===== src/rtl/hazard_fwd_ctrl.sv =====
// Hazard detection and operand-forwarding controller for a 5-stage pipeline with I/D caches.
// Optional performance counters are built when HAZARD_PERF_CNT_EN is defined.
module hazard_fwd_ctrl #(
    parameter int REG_W        = 4,
    parameter int NUM_SRC      = 2,
    parameter int CNT_W        = 16,
    parameter int MISS_TIMEOUT = 1000
) (
    input  logic                     clk,
    input  logic                     rst_n,
    input  logic [NUM_SRC*REG_W-1:0] fd_src,
    input  logic [NUM_SRC-1:0]       fd_src_vld,
    input  logic [NUM_SRC-1:0]       fd_src_mm_ok,
    input  logic [NUM_SRC*REG_W-1:0] dx_src,
    input  logic [REG_W-1:0]         dx_rd,
    input  logic                     dx_memread,
    input  logic [REG_W-1:0]         xm_rd,
    input  logic [REG_W-1:0]         xm_rt,
    input  logic                     xm_regwrite,
    input  logic                     xm_memwrite,
    input  logic [REG_W-1:0]         mw_rd,
    input  logic                     mw_regwrite,
    input  logic                     dcache_stall,
    input  logic                     icache_stall,
    output logic [2*NUM_SRC-1:0]     fwd_sel,
    output logic                     fwd_mm,
    output logic                     freeze,
    output logic                     stall_fd,
    output logic                     bubble_dx,
    output logic                     bubble_fd,
    output logic [1:0]               state,
    output logic                     miss_err,
    output logic [CNT_W-1:0]         ldu_cnt,
    output logic [CNT_W-1:0]         dmiss_cnt,
    output logic [CNT_W-1:0]         imiss_cnt
);

    typedef enum logic [1:0] {
        ST_RUN   = 2'b00,
        ST_LDUSE = 2'b01,
        ST_DMISS = 2'b10,
        ST_IMISS = 2'b11
    } state_t;

    localparam logic [CNT_W-1:0] TIMEOUT = CNT_W'(MISS_TIMEOUT);

    state_t           state_q;
    state_t           state_d;
    logic [CNT_W-1:0] wd_cnt;
    logic [CNT_W-1:0] wd_nxt;
    logic             ldu;
    logic             xm_fwd_ok;
    logic             mw_fwd_ok;

    // Register 0 never carries a real result, so it is excluded as a source.
    assign xm_fwd_ok = xm_regwrite && (xm_rd != '0);
    assign mw_fwd_ok = mw_regwrite && (mw_rd != '0);

    function automatic logic [1:0] fwd_code(input logic [REG_W-1:0] src);
        if (xm_fwd_ok && (xm_rd == src))
            return 2'b01;
        else if (mw_fwd_ok && (mw_rd == src))
            return 2'b10;
        else
            return 2'b00;
    endfunction

    // NOTE: every always_comb output gets a default first so no path leaves it unassigned (no latch).
    always_comb begin
        fwd_sel = '0;
        if (rst_n) begin
            for (int i = 0; i < NUM_SRC; i++)
                fwd_sel[2*i +: 2] = fwd_code(dx_src[i*REG_W +: REG_W]);
        end
    end

    always_comb begin
        ldu = 1'b0;
        if (dx_memread && (dx_rd != '0)) begin
            for (int i = 0; i < NUM_SRC; i++) begin
                if (fd_src_vld[i] && !fd_src_mm_ok[i] && (fd_src[i*REG_W +: REG_W] == dx_rd))
                    ldu = 1'b1;
            end
        end
    end

    assign fwd_mm    = rst_n && xm_memwrite && mw_fwd_ok && (mw_rd == xm_rt);

    // A pending load-use hazard is held off by freeze and acted on once the D-miss clears.
    assign freeze    = rst_n && dcache_stall;
    assign bubble_dx = rst_n && !dcache_stall && ldu;
    assign bubble_fd = rst_n && !dcache_stall && !ldu && icache_stall;
    assign stall_fd  = bubble_dx || bubble_fd;

    always_comb begin
        state_d = ST_RUN;
        if (dcache_stall)
            state_d = ST_DMISS;
        else if (ldu)
            state_d = ST_LDUSE;
        else if (icache_stall)
            state_d = ST_IMISS;
    end

    always_comb begin
        wd_nxt = '0;
        if (dcache_stall)
            wd_nxt = (wd_cnt >= TIMEOUT) ? TIMEOUT : wd_cnt + 1'b1;
    end

    // NOTE: sequential state uses non-blocking assignments so all flops sample the same pre-edge values.
    always_ff @(posedge clk) begin
        if (!rst_n) begin
            state_q  <= ST_RUN;
            wd_cnt   <= '0;
            miss_err <= 1'b0;
        end else begin
            state_q  <= state_d;
            wd_cnt   <= wd_nxt;
            if (wd_nxt == TIMEOUT)
                miss_err <= 1'b1;
        end
    end

    assign state = state_q;

`ifdef HAZARD_PERF_CNT_EN
    function automatic logic [CNT_W-1:0] sat_inc(input logic [CNT_W-1:0] v, input logic en);
        return (en && (v != '1)) ? v + 1'b1 : v;
    endfunction

    always_ff @(posedge clk) begin
        if (!rst_n) begin
            ldu_cnt   <= '0;
            dmiss_cnt <= '0;
            imiss_cnt <= '0;
        end else begin
            ldu_cnt   <= sat_inc(ldu_cnt,   state_d == ST_LDUSE);
            dmiss_cnt <= sat_inc(dmiss_cnt, state_d == ST_DMISS);
            imiss_cnt <= sat_inc(imiss_cnt, state_d == ST_IMISS);
        end
    end
`else
    assign ldu_cnt   = '0;
    assign dmiss_cnt = '0;
    assign imiss_cnt = '0;
`endif

endmodule


===== config.mk =====
export PLATFORM = sky130hd
export DESIGN_NAME = hazard_fwd_ctrl
export DESIGN_NICKNAME = d
export VERILOG_FILES = /design/src/rtl/hazard_fwd_ctrl.sv
export SDC_FILE = /design/constraint.sdc
export NUM_CORES = 1
export LEC_CHECK = 0
export CAP_MARGIN = 10
export CORE_ASPECT_RATIO = 1.75
export CORE_UTILIZATION = 36
export CTS_CLUSTER_SIZE = 16
export DETAILED_ROUTE_END_ITERATION = 6
export PLACE_DENSITY = 0.85
export SLEW_MARGIN = 25
export SYNTH_ARGS = -nofsm -noshare
export SYNTH_HDL_FRONTEND = slang
export SYNTH_SLANG_ARGS = --single-unit
export TNS_END_PERCENT = 5

===== constraint.sdc =====
create_clock -name clk -period 2.3 [get_ports clk]
set_input_delay 0.575 -clock clk [delete_from_list [all_inputs] [get_ports clk]]
set_output_delay 0.575 -clock clk [all_outputs]
set_load 0.01 [all_outputs]

### After elaboration in Yosys (flattened, before gate mapping)

Index checks and enable logic that the tools add are counted.

* register bits: 19
* bits of input ports: 44
* output and inout port bits: 60
* word-level logic and storage cells: 56

* add/sub/neg operators: 1
* order comparisons: 1
* eq/ne operators: 8
* mux-type cells: 13
* bitwise operators: 1
* reduce and logical (&&, ||, !) cells: 28

Operator list (count)
* $mux 16: 2
* $eq 4x4->1: 7
* $logic_and 1x1->1: 19
* $add 16x1->16 const B: 1
* $eq 16x10->1 const B: 1
* $ge 16x10->1 const B: 1
* $mux 2: 7
* $reduce_bool 4->1: 3
* $logic_not 1->1: 4
* $mux 4: 1
* $mux 1: 3
* $reduce_or 2->1: 1
* $logic_or 1x1->1: 1
* $not 1->1: 1

### Longest topological paths before layout

Gate-level depths: netlist of the first run.

* word-level depth: 10
* gate-level depth with buffers: 6
* mapped depth without buffers: 6

### Worst setup path after synthesis of the first run

OpenSTA, ideal clock, no wires.

* path type: input port to output port
* start: in dx_rd[0]
* end: out bubble_fd
* data arrival time: 1.554 ns
* slack: 0.171 ns
* stages on the path: 3
* cell sequence: or4_1 > o211a_1 > nor3_1

* word-level cells in the longest chain between the ends: 8
* elaborated cells between the ends (all ways): 12
* classes of those cells: 2 x eq/ne; 3 x mux; 7 x reduce/logical

RTL lines
* from (decl): RTL line 15 `input logic [REG_W-1:0] dx_rd,`
* $eq 4x4->1: RTL line 81 `if (fd_src_vld[i] && !fd_src_mm_ok[i] && (fd_src[i*REG_W +: REG_W] == dx_rd))`
* $logic_and 1x1->1: RTL line 81
* $mux 1 (2 in a row): RTL line 81
* $mux 1 *: RTL line 79 `if (dx_memread && (dx_rd != '0)) begin`
* $logic_not 1->1 *: RTL line 92 `assign bubble_fd = rst_n && !dcache_stall && !ldu && icache_stall;`
* $logic_and 1x1->1 * (2 in a row): RTL line 92
* to (decl): RTL line 30 `output logic bubble_fd,`

Every way passes the cells marked *; elsewhere a longest branch is shown, timed or not.

### Worst setup path after layout of the first run

* start: in fd_src_vld[0]
* end: out stall_fd

* word-level cells in the longest chain between the ends: 9
* elaborated cells between the ends (all ways): 10
* classes of those cells: 3 x mux; 7 x reduce/logical

RTL lines
* from (decl): RTL line 12 `input logic [NUM_SRC-1:0] fd_src_vld,`
* $logic_and 1x1->1 * (2 in a row): RTL line 81
* $mux 1 * (2 in a row): RTL line 81
* $mux 1 *: RTL line 79
* $logic_not 1->1: RTL line 92
* $logic_and 1x1->1 (2 in a row): RTL line 92
* $logic_or 1x1->1 *: RTL line 93 `assign stall_fd = bubble_dx || bubble_fd;`
* to (decl): RTL line 28 `output logic stall_fd,`

Marked as above.

==> run_results.csv, run 1 <==
group,metric,value,unit
critical_path,ff2ff_path_depth,6,
grt,grt_antenna_before_repair,0,
layout,antenna_cells,0,
power,power,0.872,mW
critical_path,endpoint,"stall_fd",
power,internal-power,0.614,mW
synth,yosysWarnings,0,
synth,postSynthAreaPerCell,8.44,um2
clocking,cts.reportedPaths.clkPinSlew,0.07,ns
layout,area_delta_synth_final,52.9,%
floorplan,initial_core_util,38.5,%
grt,grt_pass1_vias,1425,
clocking,clk_path_buf_depth,2,
detailed_routing,first_pass_iters,4,
sta,finalSetupViolCount,3,
detailed_routing,vias,1419,
clocking,root_buffer,"clkbuf_8",
synth,syn_area,1520,um2
grt,grtUsageTotal,16.2,%
synth,synth.distinct_cells,34,
power,p_comb_share,32.3,%
detailed_routing,wl_per_cell,12.5,um
sta,setup_slack,-0.0894,ns
run,maxCapViolations,0,
power,p_per_area,375,nW/um2
grt,grt-ovfl-total,0,
floorplan,die_y,87.9,um
layout,final_cell_mix,"conb_1 (54), buf_4 (23), dfxtp_1 (19)",
critical_path,path_max_fanout,2,
layout,final_common_cell,"conb_1",
critical_path,r2r-start,"wd_cnt[0]$_SDFF_PN0_",
detailed_routing,drt-initial-drc-count,11,
sta,fin_crit,2.39,ns
placement,place_area,2130,um2
sta,fin_crit_sh,104,%
detailed_routing,wl_met3,276,um
sta,drv_slew,0,
clocking,numCtsBuffers,3,
floorplan,coreArea,3940,um2
synth,synth_top_area_cell,"dfxtp_1",
synth,synth_top_area_share,25.0,%
critical_path,required,1.73,ns
placement,place_congestion,0.862,
layout,stdcell_area,2320,um2
clocking,clkLatencyLatePin,0.27,ns
detailed_routing,antenna_left,0,
critical_path,worst_setup_path_start_kind,"input pin",
layout,fin_nets,314,
detailed_routing,drt_wl_total,3.95,mm
critical_path,endpoint_kind,"output pin",
synth,syn_inst,180,
sta,worst_slew_pin_slew,0.690,ns
power,sw_frac_of_total,29.6,%
synth,synth_area_leaders,"dfxtp_1 (25%), buf_4 (24%), xnor2_1 (15%)",
placement,io_buffers,55,
synth,ys_ff_latch,19,
placement,dpl.hpwl,2.88,mm
sta,rsz0062_at_grt,"true",
synth,synth_edf_count,0,
power,p_clk_share,27.1,%
sta,maxSlewHeadroom,53.4,%
critical_path,rr_endpoint,"miss_err$_SDFFE_PN0N_",
detailed_routing,vias_per_cell,4.50,
detailed_routing,wl_met1,1.24,mm
power,ir_drop,0.273,mV
clocking,htree_levels,1,
grt,grt_max_degree,11,
critical_path,cp.arrival,1.81,ns
floorplan,die_w,51.1,um
clocking,cts.sinks,19,
outcome,violations,"negative setup slack",
layout,final_core_util,58.9,%
synth,ys_seq_area_share,25.0,%
sta,finalHoldViolCount,0,
sta,fmax,0.419,GHz
grt,grt_pass1_wl,5.54,mm
power,sequentialPowerShare,40.6,%
synth,ys.flop_type,"dfxtp_1",
floorplan,die_area,4490,um2
clocking,cts_hold_buf,0,
floorplan,num_rows,30,
detailed_routing,highest_layer,"met4",
critical_path,cp-startpoint,"fd_src_vld[0]",
outcome,run_status,"finished with violations",
floorplan,io_pins,104,
synth,async_flop_share,0,%
critical_path,worst-setup-path-type,"input pin to output pin",
critical_path,reg2reg_slack,0.37,ns
power,leakage,1.16,nW
worst_hold_path,hold_path.class,"flip-flop to flip-flop",
layout,layout-drive-gt1-share,28.5,%
detailed_routing,wl_met2,2.34,mm
sta,clock_skew,0.00339,ns
detailed_routing,drc_errors,0,
clocking,cts_tree,"built",
power,p_sw,0.258,mW
[critical path, stage by stage]
cell	delay [ns]
clkdlybuf4s50_1	0.47
nor4b_4	0.22
o211ai_1	0.14
buf_4	0.16
a21oi_2	0.11
buf_2	0.14
[cells in the mapped netlist, types with 2 or more instances]
library cell / instances
and2_1: 4
xnor2_1: 26
nand2_1: 6
xor2_1: 9
nor4_1: 2
or4_1: 3
and3_2: 2
nand3b_1: 2
nand4_1: 4
buf_4: 48
o21ai_0: 4
nand3_1: 6
inv_1: 5
nor3_1: 3
nor4b_1: 3
ha_1: 2
a21oi_1: 7
and3_1: 3
nor2_1: 7
a31oi_1: 2
dfxtp_1: 19
[stage by stage]
step	cells	hold WS (ns)	TNS, ns	worst slack [ns]
2_1_floorplan	233	0.453	0	0.171
6_report	315	0.474	-0.203	-0.0894
3_3_place_gp	309	0.457	-5.74	-0.821
4_1_cts	314	0.475	-0.619	-0.151
3_5_place_dp	309	0.464	-5.98	-0.894
5_1_grt	315	0.534	-0.441	-0.158
[layout make-up]
type	count	area [um2]
clock buffer	4	45.0
fill	337	1620
inverter	5	18.8
multi-input combinational	161	1150
sequential	19	380
tap	48	60.1
timing repair buffer	78	671
[how the worst min path moves through the flow]
stage | end | slack (ns) | cells past startpoint | startpoint
2_1_floorplan | wd_cnt[0]$_SDFF_PN0_ | 0.45 | 1 | wd_cnt[0]$_SDFF_PN0_
3_3_place_gp | miss_err$_SDFFE_PN0N_ | 0.46 | 2 | miss_err$_SDFFE_PN0N_
3_5_place_dp | miss_err$_SDFFE_PN0N_ | 0.46 | 2 | miss_err$_SDFFE_PN0N_
4_1_cts | miss_err$_SDFFE_PN0N_ | 0.47 | 2 | miss_err$_SDFFE_PN0N_
5_1_grt | wd_cnt[0]$_SDFF_PN0_ | 0.53 | 1 | wd_cnt[0]$_SDFF_PN0_
6_report | miss_err$_SDFFE_PN0N_ | 0.47 | 2 | miss_err$_SDFFE_PN0N_
[registers in the layout, summed over array words and instances, names as in the netlist]
register and cells:
state 2, miss_err 1, wd_cnt 16
[layer usage]
| layer | up-vias | global-route usage (%) |
|---|---|---|
| met4 | 0 | 9.09 |
| met3 | 10 | 3.47 |
| met2 | 84 | 32.9 |
| li1 | 683 | - |
| met5 | - | 0 |
| met1 | 642 | 13.7 |
[power groups by stage]
stage                     sequential, mW  clock (mW)  combinational, mW
after floorplan                    0.360           0              0.165
after global placement             0.361           0              0.244
after detailed placement           0.361           0              0.248
final                              0.354       0.236              0.282
after CTS                          0.354       0.239              0.245
after global routing               0.356       0.256              0.302
[kinds of logic (layout without fill, tap and decap cells)]
logic type | after synthesis | after routing | synth area share (%)
buf+inv | 53 | 87 | 25.0
mux | 1 | 1 | 0.659
simple gates | 50 | 50 | 19.3
flops | 19 | 19 | 25.0
compound gates | 19 | 19 | 7.99
fa+ha+maj | 2 | 2 | 1.65
xor+xnor | 35 | 35 | 20.2
other cells | 1 | 54 | 0.247
[what timing repair did]
| item | in CTS | in global routing |
|---|---|---|
| gates resized for setup | 90 | 52 |
| pin swaps | 20 | 18 |
| setup endpoints to repair | 9 | 8 |
| buffers inserted | 1 | 1 |
Note: power is estimated with default switching activity, not from simulation.
==> inputs of run 2 (changes only) <==
--- a/config.mk
+++ b/config.mk
@@ -7,6 +7,7 @@
 export LEC_CHECK = 0
 export CAP_MARGIN = 10
 export CORE_ASPECT_RATIO = 1.75
+export CORE_MARGIN = 1.5
 export CORE_UTILIZATION = 36
 export CTS_CLUSTER_SIZE = 16
 export DETAILED_ROUTE_END_ITERATION = 6
==> run_results.csv, run 2 (synthesis results as in run 1) <==
group,metric,value,unit
outcome,run_status,"finished with violations",
outcome,violations,"negative setup slack",
placement,io_buffers,55,
clocking,cts.reportedPaths.clkPinSlew,0.07,ns
floorplan,die_y,88.9,um
power,leakage,1.13,nW
power,p_clk_share,27.7,%
sta,fin_crit,2.32,ns
placement,place_congestion,0.832,
floorplan,io_pins,104,
clocking,numCtsBuffers,3,
sta,fmax,0.430,GHz
sta,rsz0062_at_grt,"true",
floorplan,die_area,4630,um2
sta,maxSlewHeadroom,53.5,%
floorplan,die_w,52.1,um
detailed_routing,antenna_left,0,
detailed_routing,drc_errors,0,
detailed_routing,first_pass_iters,4,
clocking,cts.sinks,19,
grt,grt_pass1_vias,1384,
detailed_routing,vias_per_cell,4.50,
grt,grt_pass1_wl,5.75,mm
power,p_per_area,374,nW/um2
placement,dpl.hpwl,2.99,mm
critical_path,cp.arrival,1.75,ns
clocking,clk_path_buf_depth,2,
power,power,0.855,mW
detailed_routing,drt-initial-drc-count,21,
power,sequentialPowerShare,41.4,%
floorplan,initial_core_util,36.9,%
power,ir_drop,0.315,mV
sta,tns,-0.0240,ns
power,internal-power,0.605,mW
clocking,htree_levels,1,
detailed_routing,drt_wl_total,3.70,mm
sta,finalSetupViolCount,1,
sta,finalHoldViolCount,0,
worst_hold_path,hold_path.class,"flip-flop to flip-flop",
floorplan,coreArea,4110,um2
sta,drv_slew,0,
floorplan,num_rows,31,
sta,clock_skew,0.00562,ns
critical_path,endpoint_kind,"output pin",
critical_path,required,1.73,ns
critical_path,ff2ff_path_depth,6,
layout,final_common_cell,"conb_1",
power,p_sw,0.250,mW
layout,top_register,"wd_cnt",
run,maxCapViolations,0,
layout,final_core_util,55.5,%
detailed_routing,wl_per_cell,11.6,um
critical_path,cp-startpoint,"fd_src[5]",
grt,grt_antenna_before_repair,0,
power,p_comb_share,30.9,%
layout,fin_nets,318,
layout,antenna_cells,0,
layout,final_cell_mix,"conb_1 (54), buf_4 (27), xnor2_1 (19), dfxtp_1 (19)",
layout,n_fill_cell,377,
grt,grtUsageTotal,16.1,%
clocking,clkLatencyLatePin,0.26,ns
layout,largest_reg_flops,16,
layout,area_delta_synth_final,50.2,%
critical_path,worst-setup-path-type,"input pin to output pin",
layout,layout-drive-gt1-share,28.8,%
grt,grt-ovfl-total,0,
critical_path,worst_setup_path_start_kind,"input pin",
critical_path,path_max_fanout,2,
clocking,root_buffer,"clkbuf_8",
grt,grt_max_degree,13,
critical_path,r2r-start,"wd_cnt[0]$_SDFF_PN0_",
sta,fin_crit_sh,101,%
sta,setup_slack,-0.0240,ns
sta,worst_slew_pin_slew,0.689,ns
power,sw_frac_of_total,29.3,%
critical_path,rr_endpoint,"miss_err$_SDFFE_PN0N_",
critical_path,endpoint,"bubble_fd",
critical_path,reg2reg_slack,0.37,ns
clocking,cts_tree,"built",
detailed_routing,vias,1439,
==> run 2: worst min path at each step <==
stage | cells after the start | from | to
2_1_floorplan | 1 | wd_cnt[0]$_SDFF_PN0_ | wd_cnt[0]$_SDFF_PN0_
3_3_place_gp | 2 | miss_err$_SDFFE_PN0N_ | miss_err$_SDFFE_PN0N_
3_5_place_dp | 2 | miss_err$_SDFFE_PN0N_ | miss_err$_SDFFE_PN0N_
4_1_cts | 2 | miss_err$_SDFFE_PN0N_ | miss_err$_SDFFE_PN0N_
5_1_grt | 2 | miss_err$_SDFFE_PN0N_ | miss_err$_SDFFE_PN0N_
6_report | 2 | miss_err$_SDFFE_PN0N_ | miss_err$_SDFFE_PN0N_
==> run 2: layer usage <==
| metal | vias up | global-route usage, % | part of all wire, % | wire [um] |
|---|---|---|---|---|
| met2 | 89 | 32.3 | 57 | 2120 |
| met1 | 654 | 15.9 | 34 | 1250 |
| met5 | - | 0 | 0 | 0 |
| li1 | 692 | - | - | - |
| met3 | 4 | 2.01 | 7.8 | 290 |
| met4 | 0 | 6.46 | 1.0 | 38 |
==> run 2: layout make-up <==
cell class / count / area [um2] / area share [%]
multi-input combinational: 161 / 1090 / 47.9
sequential: 19 / 380 / 16.7
timing repair buffer: 82 / 681 / 29.8
clock buffer: 3 / 41.3 / 1.81
inverter: 5 / 18.8 / 0.822
tap: 49 / 61.3 / 2.69
clock inverter: 1 / 7.51 / 0.329
==> run 2: what timing repair did <==
item                                    4_1_cts  5_1_grt
resized for setup                           101       38
endpoints found under the setup margin        9        8
hold endpoints to repair                      0        0
pin swaps                                    20       17
buffers inserted                              0        1
hold buffers                                  0        0
==> run 2: critical path, cell delays in order <==
cell,delay [ns]
clkdlybuf4s15_1,0.18
xor2_1,0.16
nor4b_2,0.30
buf_4,0.16
o211a_1,0.18
nor3_2,0.06
buf_2,0.14
==> run 2: per-stage QoR <==
| step | cell area (um2) | std cells | hold slack [ns] | worst slack, ns |
|---|---|---|---|---|
| after CTS | 2210 | 319 | 0.476 | -0.158 |
| after floorplan | 1720 | 233 | 0.453 | 0.171 |
| after global routing | 2280 | 320 | 0.502 | -0.0812 |
| after detailed placement | 2160 | 315 | 0.463 | -0.917 |
| final | 2280 | 320 | 0.472 | -0.0240 |
| after global placement | 2160 | 315 | 0.453 | -0.832 |
==> run 2: power groups by stage <==
stage	logic, mW	clock network (mW)	registers, mW
final	0.264	0.237	0.354
after global routing	0.287	0.252	0.355
after CTS	0.248	0.242	0.354
after detailed placement	0.253	0	0.361
after global placement	0.249	0	0.360
after floorplan	0.165	0	0.360
==> inputs of run 3 (changes only) <==
--- a/config.mk
+++ b/config.mk
@@ -16,4 +16,3 @@
 export SYNTH_ARGS = -nofsm -noshare
 export SYNTH_HDL_FRONTEND = slang
 export SYNTH_SLANG_ARGS = --single-unit
-export TNS_END_PERCENT = 5
==> constraint.sdc (replaced) <==
create_clock -name clk -period 2.3 [get_ports clk]
set_input_delay 0.345 -clock clk [delete_from_list [all_inputs] [get_ports clk]]
set_output_delay 0.345 -clock clk [all_outputs]
set_load 0.01 [all_outputs]
==> run_results.csv, run 3 (synthesis results as in run 1) <==
group,metric,value,unit
clocking,clk_path_buf_depth,2,
placement,place_area,2120,um2
sta,finalHoldViolCount,0,
floorplan,die_w,52.1,um
power,power,0.839,mW
detailed_routing,first_pass_iters,5,
detailed_routing,drc_errors,0,
sta,maxSlewHeadroom,55.1,%
run,maxCapViolations,0,
grt,grt_antenna_before_repair,0,
layout,antenna_cells,0,
sta,tns,0,ns
critical_path,cp.arrival,1.89,ns
outcome,run_status,"completed",
sta,fmax,0.447,GHz
layout,n_fill_cell,397,
worst_hold_path,hold_path.class,"flip-flop to flip-flop",
clocking,numCtsBuffers,3,
clocking,root_buffer,"clkbuf_8",
layout,layout-drive-gt1-share,15.4,%
critical_path,path_max_fanout,2,
clocking,cts_hold_buf,0,
detailed_routing,vias,1409,
sta,fin_crit_sh,97.2,%
floorplan,num_rows,31,
critical_path,required,1.96,ns
critical_path,endpoint_kind,"output pin",
floorplan,die_area,4630,um2
layout,final_common_cell,"conb_1",
layout,top_register,"wd_cnt",
detailed_routing,vias_per_cell,4.47,
layout,final_cell_mix,"conb_1 (54), clkdlybuf4s50_1 (35), xnor2_1 (26)",
detailed_routing,drt_wl_total,3.50,mm
grt,grtUsageTotal,15.0,%
critical_path,crit_chain,"clkdlybuf4s50_1 > or4_4 > nand3_2 > nor4_1 > and3_1 > dlygate4sd2_1",
grt,grt_pass1_vias,1323,
placement,place_congestion,0.774,
layout,area_delta_synth_final,48.7,%
floorplan,initial_core_util,36.9,%
power,leakage,1.08,nW
grt,grt_pass1_wl,5.32,mm
floorplan,io_pins,104,
detailed_routing,antenna_left,0,
grt,grt_max_degree,12,
detailed_routing,drt-initial-drc-count,26,
layout,largest_reg_flops,16,
layout,stdcell_area,2260,um2
power,p_per_area,372,nW/um2
sta,worst_slew_pin_slew,0.665,ns
sta,clock_skew,0.000980,ns
clocking,htree_levels,1,
critical_path,critPathMaxStageDelay,0.54,ns
clocking,clkLatencyLatePin,0.26,ns
detailed_routing,wl_per_cell,11.1,um
critical_path,worst-setup-path-type,"input pin to output pin",
critical_path,worstPathBufferInverterCount,2,
sta,drv_slew,0,
clocking,cts.reportedPaths.clkPinSlew,0.07,ns
layout,fin_nets,313,
floorplan,coreArea,4110,um2
placement,dpl.hpwl,2.84,mm
critical_path,slowest_stage,"or4_4",
sta,whs,0.478,ns
clocking,cts.sinks,19,
sta,fin_crit,2.24,ns
grt,grt-ovfl-total,0,
clocking,cts_tree,"built",
power,ir_drop,0.350,mV
critical_path,worst_setup_path_start_kind,"input pin",
sta,finalSetupViolCount,0,
floorplan,die_y,88.9,um
critical_path,cp_top_family,"simple AND/OR/NAND/NOR gates",
placement,io_buffers,55,
-- run 3: per-layer routing --
layer	routed length [um]	share of wire [%]	global-route usage (%)
met4	85	2.4	5.98
met5	0	0	0
met1	1150	33	14.2
met3	240	6.9	1.34
met2	2020	58	31.0
-- run 3: final timing paths --
check                              from               endpoint  slack [ns]  cells after the start
hold reg to reg   miss_err$_SDFFE_PN0N_  miss_err$_SDFFE_PN0N_        0.48                      2
hold / removal    miss_err$_SDFFE_PN0N_  miss_err$_SDFFE_PN0N_        0.48                      2
setup reg to reg   wd_cnt[0]$_SDFF_PN0_  miss_err$_SDFFE_PN0N_        0.37                      6
setup / recovery               mw_rd[0]                 fwd_mm        0.06                      6
-- run 3: where the power goes --
part           internal [mW]  leakage (nW)  switching (mW)  total (mW)
registers              0.344         0.158         0.00936       0.353
logic                  0.137         0.897           0.118       0.255
clock network          0.120        0.0255           0.111       0.231
-- run 3: repair_timing --
action / in CTS / in global routing
resized for setup: 21 / 18
cloned: 0 / 0
setup buffers: 2 / 0
setup endpoints to repair: 8 / 6
pin swaps: 4 / 9
-- run 3: metrics by stage --
step	util (%)	std cells	setup WS [ns]
after floorplan	-	233	0.595
after global placement	51.6	309	-0.372
after detailed placement	51.6	309	-0.457
after CTS	53.1	315	-0.128
after global routing	54.9	315	-0.0104
final	54.9	315	0.0638
-- run 3: final cells by class --
| class | instances | area, um2 | area share (%) |
|---|---|---|---|
| Sequential cell | 19 | 380 | 16.8 |
| Clock inverter | 1 | 5.00 | 0.222 |
| Tap cell | 49 | 61.3 | 2.71 |
| Inverter | 5 | 18.8 | 0.831 |
| Timing Repair Buffer | 77 | 718 | 31.8 |
| Clock buffer | 3 | 41.3 | 1.83 |
| Multi-Input combinational cell | 161 | 1030 | 45.8 |
-- run 3: worst min-delay path, cell delays in order (launching register included) --
cell and delay (ns):
dfxtp_1 0.33, inv_1 0.05, a31oi_1 0.06
